===== src/rtl/rl11_npr_pkg.sv =====
// Shared types and constants for the RL11 Unibus NPR (DMA) bus master.
// Holds the FSM state set, Unibus cycle codes and ARM register map.
package rl11_npr_pkg;

    typedef enum logic [2:0] {
        StIdle,
        StReq,
        StGrant,
        StAddr,
        StMsyn,
        StLatch,
        StDrop,
        StFinish
    } npr_state_e;

    localparam logic [1:0] C_DATI  = 2'b00;
    localparam logic [1:0] C_DATO  = 2'b10;
    localparam logic [1:0] C_DATOB = 2'b11;

    localparam logic [31:0] IDVER_DEFAULT = 32'h444D2001;
    localparam logic [31:0] RD_UNMAPPED   = 32'hDEADBEEF;

    localparam logic [2:0] REG_ID   = 3'd0;
    localparam logic [2:0] REG_CSR  = 3'd1;
    localparam logic [2:0] REG_DATA = 3'd2;

    // Only byte writes may address an odd byte; word cycles force bit 0 low.
    function automatic logic [17:0] bus_addr(input logic [17:0] addr, input logic [1:0] c);
        return (c == C_DATOB) ? addr : {addr[17:1], 1'b0};
    endfunction

    // DATIP is run as a plain DATI.
    function automatic logic [1:0] bus_cycle(input logic [1:0] c);
        return (c == C_DATO || c == C_DATOB) ? c : C_DATI;
    endfunction

endpackage


===== src/rtl/rl11_npr_master_if.sv =====
// Unibus signal bundle between the NPR master and the bus (arbiter, slaves).
// The master modport is the device side; the slave modport is the bus side.
interface rl11_npr_master_if;

    logic        init_in_h;
    logic        npg_in_h;
    logic        bbsy_in_h;
    logic        ssyn_in_h;
    logic [15:0] d_in_h;

    logic        npr_out_h;
    logic        sack_out_h;
    logic        bbsy_out_h;
    logic        msyn_out_h;
    logic [17:0] a_out_h;
    logic [1:0]  c_out_h;
    logic [15:0] d_out_h;

    modport master (
        input  init_in_h,
        input  npg_in_h,
        input  bbsy_in_h,
        input  ssyn_in_h,
        input  d_in_h,
        output npr_out_h,
        output sack_out_h,
        output bbsy_out_h,
        output msyn_out_h,
        output a_out_h,
        output c_out_h,
        output d_out_h
    );

    modport slave (
        output init_in_h,
        output npg_in_h,
        output bbsy_in_h,
        output ssyn_in_h,
        output d_in_h,
        input  npr_out_h,
        input  sack_out_h,
        input  bbsy_out_h,
        input  msyn_out_h,
        input  a_out_h,
        input  c_out_h,
        input  d_out_h
    );

endinterface


===== src/rtl/npr_timer.sv =====
// Saturating 16-bit state timer with deskew and timeout threshold flags.
// Cleared by the owner on every state entry; counts one per clock otherwise.
module npr_timer #(
    parameter int unsigned DESKEW  = 15,
    parameter int unsigned TIMEOUT = 1000
) (
    input  logic clk,
    input  logic rst_n,
    input  logic clear,
    output logic deskew_hit,
    output logic timeout_hit
);

    logic [15:0] count_q, count_d;

    always_comb begin
        count_d = count_q;
        if (clear) begin
            count_d = '0;
        end else if (count_q != 16'hFFFF) begin
            count_d = count_q + 16'd1;
        end
    end

    always_ff @(posedge clk or negedge rst_n) begin
        if (!rst_n) begin
            count_q <= '0;
        end else begin
            count_q <= count_d;
        end
    end

    assign deskew_hit  = (count_q >= 16'(DESKEW));
    assign timeout_hit = (count_q >= 16'(TIMEOUT));

endmodule


===== src/rtl/rl11_npr_master.sv =====
// Unibus NPR master for the RL11 disk path: the ARM side loads address, cycle
// code and write data, then this block arbitrates for the bus and runs one cycle.
module rl11_npr_master
    import rl11_npr_pkg::*;
#(
    parameter int unsigned DESKEW  = 15,
    parameter int unsigned TIMEOUT = 1000,
    parameter logic [31:0] IDVER   = IDVER_DEFAULT
) (
    input  logic        CLOCK,
    input  logic        RESET,
    input  logic        armwrite,
    input  logic [2:0]  armraddr,
    input  logic [2:0]  armwaddr,
    input  logic [31:0] armwdata,
    output logic [31:0] armrdata,
    rl11_npr_master_if.master bus
);

    npr_state_e  state_q, state_d;
    logic [17:0] addr_q, addr_d;
    logic [1:0]  c_q, c_d;
    logic [15:0] wdata_q, wdata_d;
    logic [15:0] rdata_q, rdata_d;
    logic        busy_q, busy_d;
    logic        done_q, done_d;
    logic        err_q, err_d;
    logic        abort_q, abort_d;

    logic timer_clr, deskew_hit, timeout_hit;
    logic csr_wr, data_wr, is_write, on_bus;
    logic unused_wdata;

    assign unused_wdata = ^armwdata[30:20];

    assign is_write = (c_q == C_DATO) || (c_q == C_DATOB);
    assign on_bus   = (state_q == StAddr) || (state_q == StMsyn) ||
                      (state_q == StLatch) || (state_q == StDrop);

    // A start coinciding with INIT is dropped together with the rest of the write.
    assign csr_wr  = armwrite && (armwaddr == REG_CSR) && !busy_q && !bus.init_in_h;
    assign data_wr = armwrite && (armwaddr == REG_DATA) && !busy_q;

    always_comb begin
        state_d = state_q;
        addr_d  = addr_q;
        c_d     = c_q;
        wdata_d = wdata_q;
        rdata_d = rdata_q;
        busy_d  = busy_q;
        done_d  = done_q;
        err_d   = err_q;
        abort_d = abort_q;

        if (csr_wr) begin
            addr_d  = armwdata[17:0];
            c_d     = armwdata[19:18];
            done_d  = 1'b0;
            err_d   = 1'b0;
            abort_d = 1'b0;
            if (armwdata[31]) begin
                busy_d  = 1'b1;
                state_d = StReq;
            end
        end
        if (data_wr) begin
            wdata_d = armwdata[15:0];
        end

        case (state_q)
            StIdle: ;
            StReq: begin
                if (bus.npg_in_h) begin
                    state_d = StGrant;
                end else if (timeout_hit) begin
                    err_d   = 1'b1;
                    state_d = StFinish;
                end
            end
            StGrant: begin
                if (!bus.npg_in_h && !bus.bbsy_in_h && !bus.ssyn_in_h) begin
                    state_d = StAddr;
                end
            end
            StAddr: begin
                if (deskew_hit) begin
                    state_d = StMsyn;
                end
            end
            StMsyn: begin
                if (bus.ssyn_in_h) begin
                    if (!is_write) begin
                        rdata_d = bus.d_in_h;
                    end
                    state_d = StLatch;
                end else if (timeout_hit) begin
                    err_d   = 1'b1;
                    state_d = StDrop;
                end
            end
            StLatch: state_d = StDrop;
            StDrop: begin
                if ((!bus.ssyn_in_h || err_q) && deskew_hit) begin
                    state_d = StFinish;
                end
            end
            StFinish: begin
                busy_d  = 1'b0;
                done_d  = 1'b1;
                state_d = StIdle;
            end
            default: state_d = StIdle;
        endcase

        if (bus.init_in_h && (state_q != StIdle)) begin
            state_d = StIdle;
            busy_d  = 1'b0;
            done_d  = 1'b1;
            abort_d = 1'b1;
        end
    end

    // The hold count in DROP only starts once the slave has released SSYN.
    assign timer_clr = (state_d != state_q) ||
                       ((state_q == StDrop) && bus.ssyn_in_h && !err_q);

    npr_timer #(
        .DESKEW  (DESKEW),
        .TIMEOUT (TIMEOUT)
    ) u_timer (
        .clk         (CLOCK),
        .rst_n       (RESET),
        .clear       (timer_clr),
        .deskew_hit  (deskew_hit),
        .timeout_hit (timeout_hit)
    );

    always_ff @(posedge CLOCK or negedge RESET) begin
        if (!RESET) begin
            state_q <= StIdle;
            addr_q  <= '0;
            c_q     <= '0;
            wdata_q <= '0;
            rdata_q <= '0;
            busy_q  <= 1'b0;
            done_q  <= 1'b0;
            err_q   <= 1'b0;
            abort_q <= 1'b0;
        end else begin
            state_q <= state_d;
            addr_q  <= addr_d;
            c_q     <= c_d;
            wdata_q <= wdata_d;
            rdata_q <= rdata_d;
            busy_q  <= busy_d;
            done_q  <= done_d;
            err_q   <= err_d;
            abort_q <= abort_d;
        end
    end

    assign bus.npr_out_h  = (state_q == StReq);
    assign bus.sack_out_h = (state_q == StGrant);
    assign bus.bbsy_out_h = on_bus;
    assign bus.msyn_out_h = (state_q == StMsyn) || (state_q == StLatch);
    assign bus.a_out_h    = on_bus ? bus_addr(addr_q, c_q) : '0;
    assign bus.c_out_h    = on_bus ? bus_cycle(c_q) : '0;
    assign bus.d_out_h    = (on_bus && is_write) ? wdata_q : '0;

    always_comb begin
        armrdata = RD_UNMAPPED;
        case (armraddr)
            REG_ID:   armrdata = IDVER;
            REG_CSR:  armrdata = {busy_q, done_q, err_q, abort_q, 8'h00, c_q, addr_q};
            REG_DATA: armrdata = {rdata_q, wdata_q};
            default:  armrdata = RD_UNMAPPED;
        endcase
    end

endmodule


===== src/flat_wrapper.sv =====
// flat-port wrapper written by rule: the top's interface ports become plain ports
module rl11_npr_master_flat import rl11_npr_pkg::*;
#(
    parameter int unsigned DESKEW  = 15,
    parameter int unsigned TIMEOUT = 1000,
    parameter logic [31:0] IDVER   = IDVER_DEFAULT
)
  (CLOCK, RESET, armwrite, armraddr, armwaddr, armwdata, armrdata, bus_init_in_h, bus_npg_in_h, bus_bbsy_in_h, bus_ssyn_in_h, bus_d_in_h, bus_npr_out_h, bus_sack_out_h, bus_bbsy_out_h, bus_msyn_out_h, bus_a_out_h, bus_c_out_h, bus_d_out_h);
  rl11_npr_master_if bus_i ();
  input  logic CLOCK;
  input  logic RESET;
  input  logic armwrite;
  input  logic [2:0] armraddr;
  input  logic [2:0] armwaddr;
  input  logic [31:0] armwdata;
  output logic [31:0] armrdata;
  input wire logic [$bits(bus_i.init_in_h)-1:0] bus_init_in_h;
  input wire logic [$bits(bus_i.npg_in_h)-1:0] bus_npg_in_h;
  input wire logic [$bits(bus_i.bbsy_in_h)-1:0] bus_bbsy_in_h;
  input wire logic [$bits(bus_i.ssyn_in_h)-1:0] bus_ssyn_in_h;
  input wire logic [$bits(bus_i.d_in_h)-1:0] bus_d_in_h;
  output wire logic [$bits(bus_i.npr_out_h)-1:0] bus_npr_out_h;
  output wire logic [$bits(bus_i.sack_out_h)-1:0] bus_sack_out_h;
  output wire logic [$bits(bus_i.bbsy_out_h)-1:0] bus_bbsy_out_h;
  output wire logic [$bits(bus_i.msyn_out_h)-1:0] bus_msyn_out_h;
  output wire logic [$bits(bus_i.a_out_h)-1:0] bus_a_out_h;
  output wire logic [$bits(bus_i.c_out_h)-1:0] bus_c_out_h;
  output wire logic [$bits(bus_i.d_out_h)-1:0] bus_d_out_h;
  assign bus_i.init_in_h = bus_init_in_h;
  assign bus_i.npg_in_h = bus_npg_in_h;
  assign bus_i.bbsy_in_h = bus_bbsy_in_h;
  assign bus_i.ssyn_in_h = bus_ssyn_in_h;
  assign bus_i.d_in_h = bus_d_in_h;
  assign bus_npr_out_h = bus_i.npr_out_h;
  assign bus_sack_out_h = bus_i.sack_out_h;
  assign bus_bbsy_out_h = bus_i.bbsy_out_h;
  assign bus_msyn_out_h = bus_i.msyn_out_h;
  assign bus_a_out_h = bus_i.a_out_h;
  assign bus_c_out_h = bus_i.c_out_h;
  assign bus_d_out_h = bus_i.d_out_h;
  rl11_npr_master #(.DESKEW(DESKEW), .TIMEOUT(TIMEOUT), .IDVER(IDVER)) u_core (.CLOCK(CLOCK), .RESET(RESET), .armwrite(armwrite), .armraddr(armraddr), .armwaddr(armwaddr), .armwdata(armwdata), .armrdata(armrdata), .bus(bus_i));
endmodule

===== config.mk =====
export PLATFORM = sky130hd
export DESIGN_NAME = rl11_npr_master_flat
export DESIGN_NICKNAME = d
export VERILOG_FILES = /design/src/rtl/rl11_npr_pkg.sv /design/src/rtl/rl11_npr_master_if.sv /design/src/rtl/npr_timer.sv /design/src/rtl/rl11_npr_master.sv /design/src/flat_wrapper.sv
export SDC_FILE = /design/constraint.sdc
export NUM_CORES = 1
export LEC_CHECK = 0
export ABC_CLOCK_PERIOD_IN_PS = 2200
export CORE_ASPECT_RATIO = 1.5
export CORE_MARGIN = 2
export CORE_UTILIZATION = 43
export DETAILED_ROUTE_END_ITERATION = 12
export PLACE_DENSITY_LB_ADDON = 0.2
export SLEW_MARGIN = 20
export SYNTH_ARGS = -nofsm -noshare
export SYNTH_HDL_FRONTEND = slang
export SYNTH_SLANG_ARGS = --single-unit

===== constraint.sdc =====
create_clock -name CLOCK -period 2.2 [get_ports CLOCK]
set_input_delay 0.22 -clock CLOCK [delete_from_list [all_inputs] [get_ports CLOCK]]
set_output_delay 0.22 -clock CLOCK [all_outputs]
set_load 0.02 [all_outputs]

==> impl_metrics.csv, run 1 <==
group,metric,value,unit
status,status,"finished clean",
logic_synthesis,ys_seq_area_share,43.0,%
final_layout,diodes,0,
floorplanning,row_count,45,
setup_path,cpLargestDelayFamily,"simple AND/OR/NAND/NOR gates",
clock_network,clk_latency,0.34,ns
timing,skew,0.00676,ns
timing,fin_setup_tns,0,ns
detailed_routing,vias,4030,
logic_synthesis,ys_types,55,
floorplanning,ios,133,
floorplanning,start_util,43.5,%
logic_synthesis,synth_area_leaders,"dfrtp_1 43%, mux2_2 13%, and2_1 3.0%",
clock_network,clkSinkCount,75,
grt,grt_max_degree,76,
setup_path,cp-startpoint,"u_core.u_timer.count_q[12]$_DFFE_PN0P_",
grt,grt_pass1_vias,4044,
grt,antenna_found_initial,0,
logic_synthesis,async_flop_share,100,%
logic_synthesis,synth_top_area_share,43.0,%
logic_synthesis,syn_inst,429,
detailed_routing,drtIter0Drc,168,
grt,grt-ovfl-total,0,
detailed_routing,wl_per_cell,17.8,um
detailed_routing,dr.pass1.iters,4,
timing,rsz0062_at_grt,"yes",
place,dp_hpwl,9410,um
detailed_routing,drc_errors,0,
setup_path,start_kind,"flip-flop",
logic_synthesis,ys_seq_elements,75,
timing,drv_slew,0,
logic_synthesis,yosys.area.top_type,"dfrtp_1",
logic_synthesis,synth.net_count,492,
setup_path,max_stage_delay,0.42,ns
final_layout,nets,666,
floorplanning,fp.coreArea,0.0100,sq mm
place,place.gp.congestion,0.865,
floorplanning,die_w,86.2,um
setup_path,cp_max_fo,11,
power,leakagePower,3.25,nW
clock_network,tritoncts,"built",
timing,relSlewSlack,66.7,%
job,maxCapViolCount,0,
timing,fmax,462,MHz
timing,worst_pin_slew,0.500,ns
logic_synthesis,synth_edf_count,0,
timing,min_period,2.16,ns
detailed_routing,detail-route-antenna-nets,0,
setup_path,cp.arrival,2.39,ns
floorplanning,die_height,127,um
setup_path,critPathSlowestCell,"dfrtp_1",
clock_network,cts_inserted_buffers,9,
clock_network,clk_path_buf_depth,2,
logic_synthesis,syn_avg_cell_area,10.2,sq um
setup_path,critPathMostFrequentCell,"buf_4",
setup_path,crit_buf_inv,3,
final_layout,final_util,66.5,%
grt,grt_pass1_wl,20700,um
detailed_routing,wirelength,12900,um
hold_path,holdCritPathClass,"in2async",
logic_synthesis,syn_area,0.00436,sq mm
final_layout,syn2layout_area_growth,52.7,%
detailed_routing,viasPerCell,5.56,
setup_path,crit_type,"reg2reg",
setup_path,end_kind,"flip-flop",
logic_synthesis,ys.flop_type,"dfrtp_1",
timing,min_period_over_period,98.4,%
place,io_buffers,121,
power,ir_drop,0.000497,V
logic_synthesis,yosysWarnings,0,
setup_path,worstPathRequired,2.43,ns
floorplanning,die-area,0.0110,sq mm
grt,grt_util_all_layers,24.1,%
timing,setup_viol,0,
clock_network,clk_pin_slew,0.06,ns
clock_network,cts_htree_levels,3,
setup_path,r2r_start,"u_core.u_timer.count_q[12]$_DFFE_PN0P_",
clock_network,cts_root_buf,"clkbuf_16",
setup_path,worstPathCellList,"nor4_4 > nand2_2 > nor2_4 > a211oi_2 > buf_4 > a311oi_4 > buf_12 > buf_4 > nor3_2",
power,p_per_area,709,mW/mm^2
timing,hold_ws,0.427,ns
timing,finalHoldViolCount,0,
final_layout,drive_gt1_share,29.8,%
flip-flops by register name, summed over array words and instances, names as in the netlist:
register / flops
u_core.abort_q: 1
u_core.addr_q: 18
u_core.busy_q: 1
u_core.c_q: 2
u_core.done_q: 1
u_core.err_q: 1
u_core.rdata_q: 16
u_core.state_q: 3
u_core.u_timer.count_q: 16
u_core.wdata_q: 16
metrics by stage:
step                      area (sq um)  std cells  power (W)  worst slack, ns
after CTS                         6450        719    0.00464         0.000265
after global placement            6120        701    0.00296           -0.122
after floorplan                   4360        429    0.00243            0.148
after detailed placement          6120        701    0.00301           -0.147
final                             6660        725    0.00472           0.0351
after global routing              6660        725    0.00496          -0.0581
cells in the final DEF (no fill, tap or decap), drive strengths merged, types with 3 or more instances in the layout:
master / n
a21oi: 25
a22oi: 6
a31oi: 3
and2: 21
and3: 21
buf: 69
clkbuf: 11
clkdlybuf4s50: 72
dfrtp: 75
dlygate4sd2: 36
dlymetal6s2s: 11
inv: 8
mux2: 51
nand2: 18
nand2b: 15
nand3: 7
nand4: 7
nor2: 33
nor2b: 7
nor3: 18
nor4: 9
o21ai: 14
o21bai: 15
o22ai: 7
or3: 3
xnor2: 5
xor2: 6
synth_stat cells, drive strengths merged (5+ instances only):
cell type,instances
a21oi,25
a22oi,6
and2,21
and3,21
buf,11
clkbuf,16
dfrtp,75
inv,7
mux2,51
nand2,18
nand2b,15
nand3,7
nand4,7
nor2,33
nor2b,7
nor3,18
nor4,9
o21ai,14
o21bai,15
o22ai,7
xnor2,5
xor2,6
repair_timing:
item	CTS	global route
hold buffers	1	0
pin swaps	0	10
setup endpoints to repair	57	33
buffers inserted	1	6
gates resized for setup	46	39
endpoints found under the hold margin	75	0
report_power, final:
part / internal [W] / switching (W)
Clock: 0.00103 / 0.000585
Combinational: 0.000684 / 0.000593
Sequential: 0.00162 / 0.000207
worst register-to-register path, stage by stage, from the launching register on:
cell	delay (ns)
dfrtp_1	0.42
nor4_4	0.38
nand2_2	0.20
nor2_4	0.17
a211oi_2	0.08
buf_4	0.15
a311oi_4	0.29
buf_12	0.19
buf_4	0.14
nor3_2	0.04
layer usage:
metal  track usage (%)  wire (um)
met5                 0          0
met4              8.36        342
met3              4.07        639
met2              43.3       6910
met1              28.9       5020
worst paths after layout:
check | end | slack (ns) | cells past startpoint
max | u_core.u_timer.count_q[9]$_DFFE_PN0P_ | 0.04 | 9
min | u_core.addr_q[7]$_DFFE_PN0N_ | 0.43 | 3
max reg2reg | u_core.u_timer.count_q[9]$_DFFE_PN0P_ | 0.04 | 9
min reg2reg | u_core.rdata_q[5]$_DFFE_PN0P_ | 0.50 | 1
max in group asynchronous | u_core.state_q[0]$_DFF_PN0_ | 1.43 | 3
min in group CLOCK | u_core.rdata_q[6]$_DFFE_PN0P_ | 0.45 | 3
area by class of cell:
class                      instances  area (sq um)
sequential                        75          1880
clock inverter                     5          85.1
fill                             843          3360
timing repair buffer             190          1810
tap                              117           146
clock buffer                      11           243
multi-input combinational        320          2480
inverter                           7          26.3
kinds of logic after synthesis:
family,after synthesis,synth area share (%)
AND/OR/NAND/NOR,168,23.5
AO/OA/AOI/OAI,87,13.7
flip-flops,75,43.0
multiplexers,52,13.4
buffers and inverters,34,3.59
XOR/XNOR,11,2.21
adder cells (fa/ha/maj),2,0.574
(Power assumes the default switching activity.)
==> inputs of run 2 (changes only) <==
--- a/config.mk
+++ b/config.mk
@@ -5,7 +5,7 @@
 export SDC_FILE = /design/constraint.sdc
 export NUM_CORES = 1
 export LEC_CHECK = 0
-export ABC_CLOCK_PERIOD_IN_PS = 2200
+export ABC_CLOCK_PERIOD_IN_PS = 1750
 export CORE_ASPECT_RATIO = 1.5
 export CORE_MARGIN = 2
 export CORE_UTILIZATION = 43
==> constraint.sdc (replaced) <==
create_clock -name CLOCK -period 1.75 [get_ports CLOCK]
set_input_delay 0.175 -clock CLOCK [delete_from_list [all_inputs] [get_ports CLOCK]]
set_output_delay 0.175 -clock CLOCK [all_outputs]
set_load 0.02 [all_outputs]
==> impl_metrics.csv, run 2 (synthesis gave the netlist of run 1 again) <==
group,metric,value,unit
status,status,"complete, but fails checks",
status,violations,"setup timing",
power,leakagePower,3.37,nW
final_layout,syn2layout_area_growth,71.8,%
clock_network,cts_root_buf,"clkbuf_16",
grt,grt_pass1_wl,23000,um
grt,grt-ovfl-total,0,
detailed_routing,wirelength,15000,um
grt,grt_pass1_vias,4567,
floorplanning,start_util,43.5,%
timing,rsz0062_at_grt,"yes",
timing,min_period_over_period,122,%
final_layout,final_common_cell,"buf_4",
detailed_routing,vias,4334,
power,total_power,0.00583,W
power,ir_drop,0.000836,V
setup_path,crit_type,"reg2reg",
setup_path,end_kind,"flip-flop",
final_layout,top_register,"u_core.addr_q",
clock_network,clk_latency,0.34,ns
timing,fmax,468,MHz
detailed_routing,detail-route-antenna-nets,0,
grt,grt_max_degree,32,
timing,relSlewSlack,64.4,%
timing,setup_ws,-0.388,ns
final_layout,nets,718,
power,p_per_area,777,mW/mm^2
floorplanning,row_count,45,
timing,skew,0.00643,ns
setup_path,cp-startpoint,"u_core.u_timer.count_q[11]$_DFFE_PN0P_",
final_layout,final_cell_mix,"75 x buf_4, 74 x dfrtp_1, 67 x buf_6",
clock_network,clk_path_buf_depth,2,
setup_path,cp.arrival,2.36,ns
final_layout,largest_reg_flops,18,
detailed_routing,drtIter0Drc,232,
floorplanning,ios,133,
floorplanning,fp.coreArea,0.0100,sq mm
final_layout,drive_gt1_share,52.1,%
floorplanning,die-area,0.0110,sq mm
grt,antenna_found_initial,0,
final_layout,fin_area,0.00749,sq mm
final_layout,diodes,0,
detailed_routing,viasPerCell,5.60,
clock_network,clk_pin_slew,0.06,ns
detailed_routing,drc_errors,0,
place,place_ws,-0.552,ns
hold_path,holdCritPathClass,"in2async",
grt,grt_util_all_layers,27.2,%
setup_path,worstPathRequired,1.97,ns
place,io_buffers,121,
timing,drv_slew,0,
setup_path,r2r_start,"u_core.u_timer.count_q[11]$_DFFE_PN0P_",
place,dpl_cell_area,0.00634,sq mm
clock_network,tritoncts,"built",
place,dp_hpwl,9860,um
clock_network,clkSinkCount,75,
detailed_routing,dr.pass1.iters,5,
floorplanning,die_height,127,um
setup_path,cp_max_fo,8,
timing,min_period,2.14,ns
clock_network,cts_inserted_buffers,9,
timing,setup_viol,65,
clock_network,cts_htree_levels,3,
timing,worst_pin_slew,0.529,ns
timing,finalHoldViolCount,0,
job,maxCapViolCount,0,
setup_path,start_kind,"flip-flop",
final_layout,final_util,74.8,%
floorplanning,die_w,86.2,um
place,place.gp.congestion,0.878,
detailed_routing,wl_per_cell,19.4,um
## run 2: what timing repair did
| action | CTS | global route |
|---|---|---|
| resized for setup | 338 | 135 |
| setup endpoints to repair | 105 | 102 |
| hold endpoints to repair | 28 | 0 |
| gates cloned | 7 | 0 |
| buffers inserted | 23 | 12 |
| hold buffers | 1 | 0 |
| pin swaps | 24 | 20 |
## run 2: metal layers
layer / wire [um] / vias to the layer above / global-route usage (%)
li1: - / 1999 / -
met1: 5480 / 2164 / 30.2
met3: 812 / 32 / 5.43
met5: 0 / - / 0
met2: 8280 / 139 / 49.3
met4: 456 / 0 / 12.6
## run 2: path summary, 6_finish.rpt
kind                            cells past startpoint                                      to  slack [ns]
worst max register to register                      7  u_core.u_timer.count_q[10]$_DFFE_PN0P_       -0.39
max in group asynchronous                           3             u_core.state_q[1]$_DFF_PN0_        0.89
worst min register to register                      1              u_core.abort_q$_DFFE_PN0P_        0.51
worst min-delay path                                2            u_core.addr_q[7]$_DFFE_PN0N_        0.32
min in group CLOCK                                  3           u_core.rdata_q[6]$_DFFE_PN0P_        0.41
worst max-delay path                                7  u_core.u_timer.count_q[10]$_DFFE_PN0P_       -0.39
## run 2: critical path, stage by stage, from the launching register on
cell       delay (ns)
dfrtp_1          0.41
nor4_4           0.35
and4_4           0.32
nor4_2           0.06
a211oi_2         0.26
a311oi_4         0.17
buf_12           0.18
a2111oi_4        0.28
## run 2: final cells by class
class | instances | area, sq um
multi-input cells | 320 | 2810
fillers | 696 | 2530
repair buffers | 242 | 2370
flip-flops and latches | 75 | 1880
clock buffers | 10 | 239
well taps | 117 | 146
inverters | 7 | 26.3
clock inverters | 3 | 17.5
## run 2: stage by stage
step | hold slack [ns] | std cells | setup TNS (ns)
2_1_floorplan | -0.121 | 429 | -2.75
3_3_place_gp | 0.135 | 724 | -31.78
5_1_grt | 0.356 | 774 | -19.65
3_5_place_dp | 0.143 | 724 | -31.54
4_1_cts | 0.336 | 768 | -13.26
6_report | 0.324 | 774 | -15.28
## run 2: report_power, final
part / switching [W] / leakage, nW / internal, W
combinational: 0.000867 / 2.29 / 0.000987
clock: 0.000677 / 0.126 / 0.000968
sequential: 0.000281 / 0.956 / 0.00204
==> inputs of run 3 (changes only) <==
==> constraint.sdc (replaced) <==
create_clock -name CLOCK -period 1.75 [get_ports CLOCK]
set_input_delay 0.4375 -clock CLOCK [delete_from_list [all_inputs] [get_ports CLOCK]]
set_output_delay 0.4375 -clock CLOCK [all_outputs]
set_load 0.02 [all_outputs]
==> impl_metrics.csv, run 3 (synthesis gave the netlist of run 1 again) <==
group,metric,value,unit
final_layout,drive_gt1_share,58.4,%
status,status,"complete, but fails checks",
clock_network,clkSinkCount,75,
final_layout,syn2layout_area_growth,79.4,%
floorplanning,start_util,43.5,%
clock_network,cts_htree_levels,3,
status,violations,"setup timing",
place,place.gp.congestion,0.943,
power,cellInternalPower,0.00429,W
final_layout,fin_area,0.00783,sq mm
clock_network,cts_root_buf,"clkbuf_16",
clock_network,clk_latency,0.34,ns
power,p_per_area,799,mW/mm^2
timing,worst_pin_slew,0.491,ns
timing,relSlewSlack,67.3,%
setup_path,worstPathCellList,"nor4_4 > buf_4 > nand3_4 > o41ai_4 > o2111ai_2 > nand4b_4 > buf_6 > nor3_2",
setup_path,cp.arrival,2.47,ns
timing,fmax,443,MHz
setup_path,cpLargestDelayFamily,"simple AND/OR/NAND/NOR gates",
grt,grt_max_degree,35,
timing,skew,0.00906,ns
power,p_comb_share,30.7,%
clock_network,tritoncts,"built",
grt,grt_pass1_wl,24600,um
hold_path,holdCritPathClass,"in2async",
setup_path,crit_type,"reg2reg",
clock_network,clk_path_buf_depth,2,
setup_path,start_kind,"flip-flop",
final_layout,final_common_cell,"buf_4",
timing,rsz0062_at_grt,"yes",
floorplanning,ios,133,
floorplanning,row_count,45,
clock_network,ctsHoldBuffers,0,
final_layout,multi_input_area,0.00286,sq mm
detailed_routing,drc_errors,0,
detailed_routing,wirelength,17600,um
floorplanning,die_w,86.2,um
power,p_switching,0.00196,W
final_layout,final_cell_mix,"82 x buf_4, 74 x dfrtp_1, 66 x buf_6",
floorplanning,die_height,127,um
place,place_ws,-0.877,ns
power,sw_frac_of_total,31.4,%
setup_path,critPathSlowestCell,"o41ai_4",
setup_path,worstPathRequired,1.96,ns
power,seq_power_share,37.9,%
detailed_routing,detail-route-antenna-nets,0,
grt,antenna_found_initial,0,
final_layout,fin_cells,785,
timing,min_period,2.26,ns
place,dpl_cell_area,0.00641,sq mm
final_layout,final_util,78.1,%
setup_path,end_kind,"flip-flop",
final_layout,diodes,0,
timing,setup_ws,-0.505,ns
detailed_routing,dr.pass1.iters,5,
grt,grt_pass1_vias,4675,
timing,hold_ws,0.0610,ns
detailed_routing,viasPerCell,5.87,
setup_path,max_stage_delay,0.47,ns
timing,min_period_over_period,129,%
final_layout,seq_area,0.00188,sq mm
place,io_buffers,121,
floorplanning,die-area,0.0110,sq mm
place,placedCellCount,722,
final_layout,top_register,"u_core.addr_q",
final_layout,largest_reg_flops,18,
clock_network,cts_inserted_buffers,9,
detailed_routing,wl_per_cell,22.4,um
timing,finalHoldViolCount,0,
final_layout,nets,726,
timing,setup_viol,88,
grt,grt_util_all_layers,28.9,%
clock_network,clk_pin_slew,0.06,ns
floorplanning,fp.coreArea,0.0100,sq mm
job,maxCapViolCount,0,
detailed_routing,vias,4611,
final_layout,nFillCells,609,
setup_path,cp_max_fo,6,
timing,drv_slew,0,
grt,grt-ovfl-total,0,
power,p_clk_share,31.4,%
detailed_routing,drtIter0Drc,296,
place,dp_hpwl,9760,um
setup_path,crit_buf_inv,2,
power,leakagePower,3.52,nW
power,ir_drop,0.000818,V
==> run 3: per-layer routing <==
| metal | GRT usage [%] | routed length, um | share of wire, % |
|---|---|---|---|
| met1 | 33.1 | 6290 | 36 |
| met2 | 51.9 | 9490 | 54 |
| met3 | 4.46 | 885 | 5.0 |
| met4 | 14.0 | 896 | 5.1 |
| met5 | 0 | 0 | 0 |
==> run 3: final timing paths <==
check / start / endpoint / slack (ns) / depth (start not counted)
max in group asynchronous: RESET / u_core.wdata_q[0]$_DFFE_PN0P_ / 1.12 / 2
max: u_core.u_timer.count_q[14]$_DFFE_PN0P_ / u_core.u_timer.count_q[4]$_DFFE_PN0P_ / -0.51 / 8
min reg2reg: u_core.rdata_q[9]$_DFFE_PN0P_ / u_core.rdata_q[9]$_DFFE_PN0P_ / 0.51 / 1
max reg2reg: u_core.u_timer.count_q[14]$_DFFE_PN0P_ / u_core.u_timer.count_q[4]$_DFFE_PN0P_ / -0.51 / 8
min in group CLOCK: u_core.rdata_q[9]$_DFFE_PN0P_ / u_core.rdata_q[9]$_DFFE_PN0P_ / 0.51 / 1
min: RESET / u_core.addr_q[8]$_DFFE_PN0N_ / 0.06 / 1
==> run 3: cell type report <==
cell class | count | area share (%)
sequential | 75 | 24.0
inverter | 7 | 0.400
clock buffer | 13 | 3.45
tap | 117 | 1.87
timing repair buffer | 250 | 33.1
multi-input combinational | 320 | 36.6
clock inverter | 3 | 0.576
==> run 3: what timing repair did <==
action,in CTS,in global routing
buffers inserted,25,17
setup endpoints to repair,109,99
gates resized for setup,488,75
cloned,6,5
pin swaps,31,32
==> run 3: through the flow <==
stage                     power, W  setup TNS [ns]
after floorplan            0.00310           -3.04
after global placement     0.00383          -63.48
after detailed placement   0.00390          -67.78
after CTS                  0.00597          -17.94
after global routing       0.00650          -29.79
final                      0.00625          -25.36
==> run 3: power groups by stage <==
stage               combinational, W  clock [W]  sequential [W]
global placement             0.00151          0         0.00232
floorplan                   0.000829          0         0.00227
CTS                          0.00169    0.00196         0.00232
finish                       0.00192    0.00196         0.00237
global route                 0.00204    0.00206         0.00239
detailed placement           0.00156          0         0.00234
